$ cat src/rtl/mips16_pkg.sv
// Shared definitions for the 16-bit MIPS system: arbiter state encoding,
// default data-memory geometry and an index-width helper.
package mips16_pkg;

  localparam int unsigned MIPS16_DATA_W      = 16;
  localparam int unsigned MIPS16_DMEM_ADDR_W = 8;

  typedef enum logic [1:0] {
    ST_IDLE  = 2'd0,
    ST_ISSUE = 2'd1,
    ST_RESP  = 2'd2
  } arb_state_e;

  // Width of a requester index; never below one bit.
  function automatic int unsigned idx_w(input int unsigned n);
    return (n > 1) ? $clog2(n) : 1;
  endfunction

endpackage

$ cat src/rtl/mips16_rr_pick.sv
// Combinational winner select for the data-memory arbiter.
// Default: round-robin search starting at rr_i.
// MIPS16_ARB_FIXED_PRIO_EN: fixed priority, lowest index wins, no rr_i port.
module mips16_rr_pick
  import mips16_pkg::*;
#(
  parameter int unsigned NREQ  = 2,
  parameter int unsigned IDX_W = idx_w(NREQ)
) (
  input  logic [NREQ-1:0]  req_i,
`ifndef MIPS16_ARB_FIXED_PRIO_EN
  input  logic [IDX_W-1:0] rr_i,
`endif
  output logic [NREQ-1:0]  grant_o,
  output logic [IDX_W-1:0] idx_o
);

  logic             found;
  logic [IDX_W-1:0] cand;

  // First requester with req high, scanning from the search origin.
  always_comb begin
    found   = 1'b0;
    cand    = '0;
    idx_o   = '0;
    grant_o = '0;
    for (int unsigned k = 0; k < NREQ; k++) begin
`ifdef MIPS16_ARB_FIXED_PRIO_EN
      cand = IDX_W'(k);
`else
      cand = IDX_W'((32'(rr_i) + k) % NREQ);
`endif
      if (!found && req_i[cand]) begin
        found = 1'b1;
        idx_o = cand;
      end
    end
    if (found) begin
      grant_o[idx_o] = 1'b1;
    end
  end

endmodule

$ cat src/rtl/mips16_mem_arbiter.sv
// Data-memory arbiter: one single-port synchronous memory shared by NREQ
// req/ack requesters (0 = CPU, 1 = loader/debug). One transaction per grant,
// IDLE -> ISSUE -> RESP. Optional macro MIPS16_ARB_FIXED_PRIO_EN selects
// fixed priority instead of round-robin.
module mips16_mem_arbiter
  import mips16_pkg::*;
#(
  parameter int unsigned ADDR_W = MIPS16_DMEM_ADDR_W,
  parameter int unsigned DATA_W = MIPS16_DATA_W,
  parameter int unsigned NREQ   = 2
) (
  input  logic                   clk,
  input  logic                   reset,
  input  logic [NREQ-1:0]        req,
  input  logic [NREQ-1:0]        req_we,
  input  logic [NREQ*ADDR_W-1:0] req_addr,
  input  logic [NREQ*DATA_W-1:0] req_wdata,
  output logic [NREQ-1:0]        ack,
  output logic [DATA_W-1:0]      rdata,
  output logic                   mem_en,
  output logic                   mem_we,
  output logic [ADDR_W-1:0]      mem_addr,
  output logic [DATA_W-1:0]      mem_wdata,
  input  logic [DATA_W-1:0]      mem_rdata,
  output logic                   busy
);

  localparam int unsigned IDX_W = idx_w(NREQ);

  arb_state_e       state_q, state_d;
  logic [IDX_W-1:0] g_q, g_d;
  logic             we_q, we_d;
  logic [ADDR_W-1:0] addr_q, addr_d;
  logic [DATA_W-1:0] wdata_q, wdata_d;
  logic [DATA_W-1:0] rdata_q, rdata_d;
  logic [NREQ-1:0]  pick_grant;
  logic [IDX_W-1:0] pick_idx;

`ifndef MIPS16_ARB_FIXED_PRIO_EN
  logic [IDX_W-1:0] rr_q, rr_d;
`endif

  mips16_rr_pick #(
    .NREQ  (NREQ),
    .IDX_W (IDX_W)
  ) u_pick (
    .req_i   (req),
`ifndef MIPS16_ARB_FIXED_PRIO_EN
    .rr_i    (rr_q),
`endif
    .grant_o (pick_grant),
    .idx_o   (pick_idx)
  );

  // State and latched transaction registers; reset drops any in-flight access.
  always_ff @(posedge clk or negedge reset) begin
    if (!reset) begin
      state_q <= ST_IDLE;
      g_q     <= '0;
      we_q    <= 1'b0;
      addr_q  <= '0;
      wdata_q <= '0;
      rdata_q <= '0;
`ifndef MIPS16_ARB_FIXED_PRIO_EN
      rr_q    <= '0;
`endif
    end else begin
      state_q <= state_d;
      g_q     <= g_d;
      we_q    <= we_d;
      addr_q  <= addr_d;
      wdata_q <= wdata_d;
      rdata_q <= rdata_d;
`ifndef MIPS16_ARB_FIXED_PRIO_EN
      rr_q    <= rr_d;
`endif
    end
  end

  // Next-state: latch the winner in IDLE, hold through ISSUE, retire in RESP.
  always_comb begin
    state_d = state_q;
    g_d     = g_q;
    we_d    = we_q;
    addr_d  = addr_q;
    wdata_d = wdata_q;
    rdata_d = rdata_q;
`ifndef MIPS16_ARB_FIXED_PRIO_EN
    rr_d    = rr_q;
`endif
    case (state_q)
      ST_IDLE: begin
        if (|pick_grant) begin
          g_d     = pick_idx;
          we_d    = req_we[pick_idx];
          addr_d  = req_addr[pick_idx*ADDR_W +: ADDR_W];
          wdata_d = req_wdata[pick_idx*DATA_W +: DATA_W];
          state_d = ST_ISSUE;
        end
      end
      ST_ISSUE: state_d = ST_RESP;
      ST_RESP: begin
        rdata_d = we_q ? '0 : mem_rdata;
`ifndef MIPS16_ARB_FIXED_PRIO_EN
        rr_d    = (g_q == IDX_W'(NREQ - 1)) ? '0 : g_q + 1'b1;
`endif
        state_d = ST_IDLE;
      end
      default: state_d = ST_IDLE;
    endcase
  end

  // Outputs decoded from state so reset clears strobes without waiting a clock;
  // rdata passes memory data through in RESP and holds the last value otherwise.
  always_comb begin
    ack       = '0;
    mem_en    = (state_q == ST_ISSUE);
    mem_we    = (state_q == ST_ISSUE) && we_q;
    mem_addr  = addr_q;
    mem_wdata = wdata_q;
    busy      = (state_q != ST_IDLE);
    rdata     = rdata_q;
    if (state_q == ST_RESP) begin
      ack[g_q] = 1'b1;
      rdata    = we_q ? '0 : mem_rdata;
    end
  end

endmodule

$ cat config.mk
export PLATFORM = sky130hd
export DESIGN_NAME = mips16_mem_arbiter
export DESIGN_NICKNAME = d
export VERILOG_FILES = /design/src/rtl/mips16_pkg.sv /design/src/rtl/mips16_rr_pick.sv /design/src/rtl/mips16_mem_arbiter.sv
export SDC_FILE = /design/constraint.sdc
export NUM_CORES = 1
export LEC_CHECK = 0
export BUFFER_PORTS_ARGS = -buffer_cell sky130_fd_sc_hd__buf_2
export CAP_MARGIN = 40
export CORE_UTILIZATION = 40
export CTS_CLUSTER_DIAMETER = 40
export DETAILED_ROUTE_END_ITERATION = 12
export GPL_TIMING_DRIVEN = 0
export PLACE_DENSITY_LB_ADDON = 0.05
export RECOVER_POWER = 100
export SYNTH_ARGS = -nofsm -noshare
export SYNTH_HDL_FRONTEND = slang
export SYNTH_SLANG_ARGS = --single-unit
$ cat constraint.sdc
create_clock -name clk -period 1.4 [get_ports clk]
set_clock_uncertainty 0.1 [all_clocks]
set_input_delay 0.14 -clock clk [delete_from_list [all_inputs] [get_ports clk]]
set_output_delay 0.14 -clock clk [all_outputs]
set_load 0.02 [all_outputs]
### Word-level counts from Yosys, hierarchy flattened

Index checks and enable logic that the tools add are counted.

| word-level totals | value |
|---|---|
| bits in registers | 45 |
| input port bits | 70 |
| output and inout bits | 45 |

| operators by class | value |
|---|---|
| $add $sub $neg | 2 |
| $lt $le $gt $ge | 6 |
| equality and inequality tests | 3 |
| shift operators | 2 |
| muxes and demuxes | 21 |
| reduce and logical (&&, ||, !) cells | 9 |

Operator list:

| operator | number |
|---|---|
| $mux 16 | 2 |
| $shiftx 32x6->16 | 1 |
| $shiftx 16x5->8 | 1 |
| $mux 1 | 13 |
| $lt 1x2->1 const B | 4 |
| $mux 2 | 3 |
| $logic_and 1x1->1 | 4 |
| $pmux 2 s2 | 1 |
| $add 1x1->1 const B | 2 |
| $demux 1 s1 | 2 |
| $eq 2x1->1 const B | 1 |
| $eq 2x2->1 const B | 1 |
| $ge 1x1->1 const B | 2 |
| $logic_not 2->1 | 1 |
| $ne 2x2->1 const B | 1 |
| $reduce_and 2->1 | 1 |
| $reduce_bool 2->1 | 1 |
| $reduce_or 2->1 | 1 |
| $logic_not 1->1 | 1 |

### Longest topological paths before layout

| depth | value |
|---|---|
| word-level depth | 14 |
| mapped depth | 7 |

### Cells and area by module

Synthesis repeated with hierarchy kept, for this count alone.

| second synthesis, totals | value |
|---|---|
| cell total of the unflattened synthesis | 169 |
| area total of the unflattened synthesis | 2213.4 um^2 |

Modules (own cells, without submodules):

| module | times used | cells each | area an instance (um^2) |
|---|---|---|---|
| mips16_mem_arbiter | 1 | 165 | 2183.3 |
| mips16_rr_pick | 1 | 4 | 30.0 |

### Worst setup path after synthesis

No wires, ideal clock.

| timing | value |
|---|---|
| kind | reg2reg |
| from | register state_q[0] |
| to | register rdata_q[3] |
| library setup time | 0.186 ns |
| data arrival time | 1.413 ns |
| data required time | 1.114 ns |
| slack | -0.299 ns |
| cell stages (with the launch flop) | 5 |
| path buffers | 2 |
| clock period less this slack | 1.699 ns |
| path through | dfrtp_1 > nand2b_1 > clkbuf_1 > clkbuf_1 > o21ai_0 |

| on the way | value |
|---|---|
| word-level cells in the longest chain between the ends | 2 |

RTL lines:

| element | RTL line | source |
|---|---|---|
| from (decl) | mips16_mem_arbiter.sv:30 | `arb_state_e state_q, state_d;` |
| from (signal assigned) | mips16_mem_arbiter.sv:68 | `state_q <= state_d;` |
| $eq 2x2->1 | n/a |  |
| $mux 16 | n/a |  |
| via rdata[3] | mips16_mem_arbiter.sv:19 | `output logic [DATA_W-1:0] rdata,` |
| to (signal assigned) | mips16_mem_arbiter.sv:73 | `rdata_q <= rdata_d;` |
| to (decl) | mips16_mem_arbiter.sv:35 | `logic [DATA_W-1:0] rdata_q, rdata_d;` |

The timed path passes the listed nets, and every way through them passes these cells.
A chain may end at the register's enable or synchronous reset.

### Worst setup path after layout

| timing | value |
|---|---|
| from | register state_q[0] |
| to | output port rdata[11] |

| on the way | value |
|---|---|
| word-level cells in the longest chain between the ends | 2 |

RTL lines:

| element | RTL line | source |
|---|---|---|
| $eq 2x2->1 | mips16_mem_arbiter.sv:123 | `if (state_q == ST_RESP) begin` |
| $mux 16 | n/a |  |
| to (decl) | mips16_mem_arbiter.sv:19 |  |

No other way between the ends.

==> impl_results.md <==
- P&R area growth vs syn: 76.86%
- Type of destination of the critical path: output pin
- Final ANT Viol Nets: 0
- Post-synth EDFFs: 0
- Tot GR Track Use: 0.2478
- Clock sinks: 45
- Final total power: ~9700 uW
- DR pass1 iterations: 4
- Routed vias/inst: 5.295
- Cells after Synth: roughly 230
- Slowest-stage cell, CP: dfrtp_1
- Failing checks: setup timing
- Status: finished, violations left
- Initial antenna violation count: 0
- Pin count of the biggest net entering global routing: 24
- Full die area: 5899 um2
- CTS tree: yes
- Pins Over Slew Limit: 0
- Mapped Area: around 2200 um2
- Horiz. Die Dim: just under 80 um
- Grt ovf: 0
- CP required: about 1.2 ns
- Post-synthesis sequential area ratio: 0.5031
- I/O pin cnt: ~120
- Post-detail-place hpwl: between 4000 and 5000 um
- RD Place Congestion: around 0.78
- Nets@finish: 454
- Clk_lat worst skew: slightly below 0.3 ns
- Max transition margin: 0.5710
- Average wire per standard cell: roughly 17 um
- Min Hold Slack: between 0.01 and 0.015 ns
- Period minus WS final: ~1.7 ns
- Max Freq: around 600 MHz
- Syn_area_per_cell: between 9 and 10 um2
- Row Count: 26
- RSZ-0062 raised after global routing: yes
- # fillers: between 300 and 400
- Share of cells above drive strength 1: 0.5974
- Post-synth top cells: dfrtp_1 (45), o21ai_0 (41), a21oi_1 (26), nand3_1 (26), a31oi_2 (19)
- Root Buffer: clkbuf_8
- Starting Density: 0.4274
- Synth cell types: 19
- Final worst slack: -0.2734 ns
- TritonCTS Buffers: 5
- Clock slew seen by the registers of the worst setup and hold paths: roughly 0.080 ns
- Synth warnings: 0
- Most common flop cell mapped by yosys: dfrtp_1
- First-pass GRT wire length: 11,430 um
- Largest cells by area after synthesis: dfrtp_1 (50%), a31oi_2 (11%), o21ai_0 (9.2%), a21oi_1 (5.8%), nand3_1 (5.8%)
- Cell taking the most area after synthesis: dfrtp_1
- Leak pwr: roughly 0.0018 uW
- Min-delay worst type: in2reg
- Number of port buffers: 113
- Initial DRC Count: 65
- Final WL: ~7500 um
- Most numerous cell in the Yosys netlist: dfrtp_1
- Slowest stage delay, CP: 0.42 ns
- Cell Chain, Critical Path: nand2b_4 > clkbuf_16 > o21ai_4 > buf_6
- Placeable Area: 5238 um2
- Worst Tran Pin Value: approximately 0.64 ns
- CP startpoint kind: flop
- Die height: 76.81 um
- Max cap viols: 0
- Final Hold Viols: 0
- Longest Clk Path Bufs: 2
- R2r setup slk: -0.26 ns
- Worst path arrival time: between 1 and 1.5 ns
- FFs w/ async S/R, synth: 1.000
- Diodes inserted: 0
- Routed vias: ~2,400
- H-Tree Depth: 2
- FF+latch count, synth: 45
- PD cells: between 2000 and 2500 nW/um2
- Worst ir drop on vdd: about 0.0011 V
- Final setup fails: 48
- DRC viols: 0
- Worst Path Max Fanout: 7
- Top-area cell type share of the netlist area: 0.5031
- Number of global-route vias before repair: 2,401
- Synthesized net count: around 300
- Fin crit share: 1.195
- CP Class: reg2out
## cell usage in the layout (no fill, tap or decap), types with 11 or more instances in the layout
cell	n
buf_2	92
dfrtp_1	43
buf_6	33
nand3_1	26
a21oi_1	26
o21ai_0	25
nand2b_1	17
o21ai_4	16
buf_4	13
nand2_2	12
a31oi_2	11
## state kept, by name, indices dropped and copies added (netlist names)
name       flops
mem_wdata     16
rdata_q       16
mem_addr       8
state_q        2
g_q            1
rr_q           1
we_q           1
## cells by family (layout without fill, tap and decap cells)
family                 after synthesis  in the layout  share of synthesized area
AOI/OAI and AO/OA                   93             93                     0.2750
and+or+nand+nor                     69             70                     0.1593
DFF                                 45             45                     0.5031
buffers and inverters               27            177                    0.06260
## stage by stage
step           utilization  cell area (um2)  std cells  setup WS (ns)  setup TNS (ns)
2_1_floorplan            -             2248        234        -0.1027          -2.471
3_3_place_gp        0.5540             2902        417        -0.3551          -12.23
3_5_place_dp        0.5592             2929        418        -0.3666          -12.87
4_1_cts             0.7241             3792        452        -0.2480          -8.322
5_1_grt             0.7559             3959        455        -0.3096          -12.08
6_report            0.7559             3959        455        -0.2734          -9.985
## per-layer routing
metal	wire, um	up-vias	track usage
li1	-	1128	-
met1	2916	1159	0.2933
met2	3947	105	0.4491
met3	433	17	0.05000
met4	215	0	0.07115
met5	0	-	0
## critical path, delay by kind of cell, from the launching register on
kind	cells	cell delay, ns
flops	1	0.42
buf+inv	2	0.34
simple gates	1	0.22
compound gates	1	0.16
## path summary, 6_finish.rpt
| kind | from | depth (start not counted) | end |
|---|---|---|---|
| max | state_q[0] | 4 | rdata[11] |
| max reg2reg | state_q[0] | 8 | we_q |
| min | req_wdata[2] | 3 | mem_wdata[2] |
| max in group asynchronous | reset | 3 | we_q |
| min reg2reg | rdata_q[12] | 2 | rdata_q[12] |
| min in group asynchronous | reset | 2 | rdata_q[12] |
## area by class of cell
type                       instances  area (um2)  area share
multi-input combinational        163        1335      0.3372
sequential                        45        1129      0.2851
timing repair buffer             144        1072      0.2709
buffer                            21       219.0     0.05531
clock buffer                       7       96.34     0.02434
tap                               70       87.58     0.02212
inverter                           4       15.01    0.003793
clock inverter                     1       5.005    0.001264
## timing repair
action | in CTS | in global routing
setup endpoints to repair | 62 | 49
buffers inserted | 21 | 6
hold endpoints to repair | 22 | 0
pin swaps | 14 | 5
resized for setup | 133 | 34
cloned | 6 | 0
hold buffers | 1 | 0
## report_power, final
group / switching [uW] / total [uW] / internal, uW
sequential: 372 / 2300 / 1930
clock: 433 / 879 / 447
combinational: 3340 / 6500 / 3160
No activity file was read; power rests on OpenSTA's default activity.
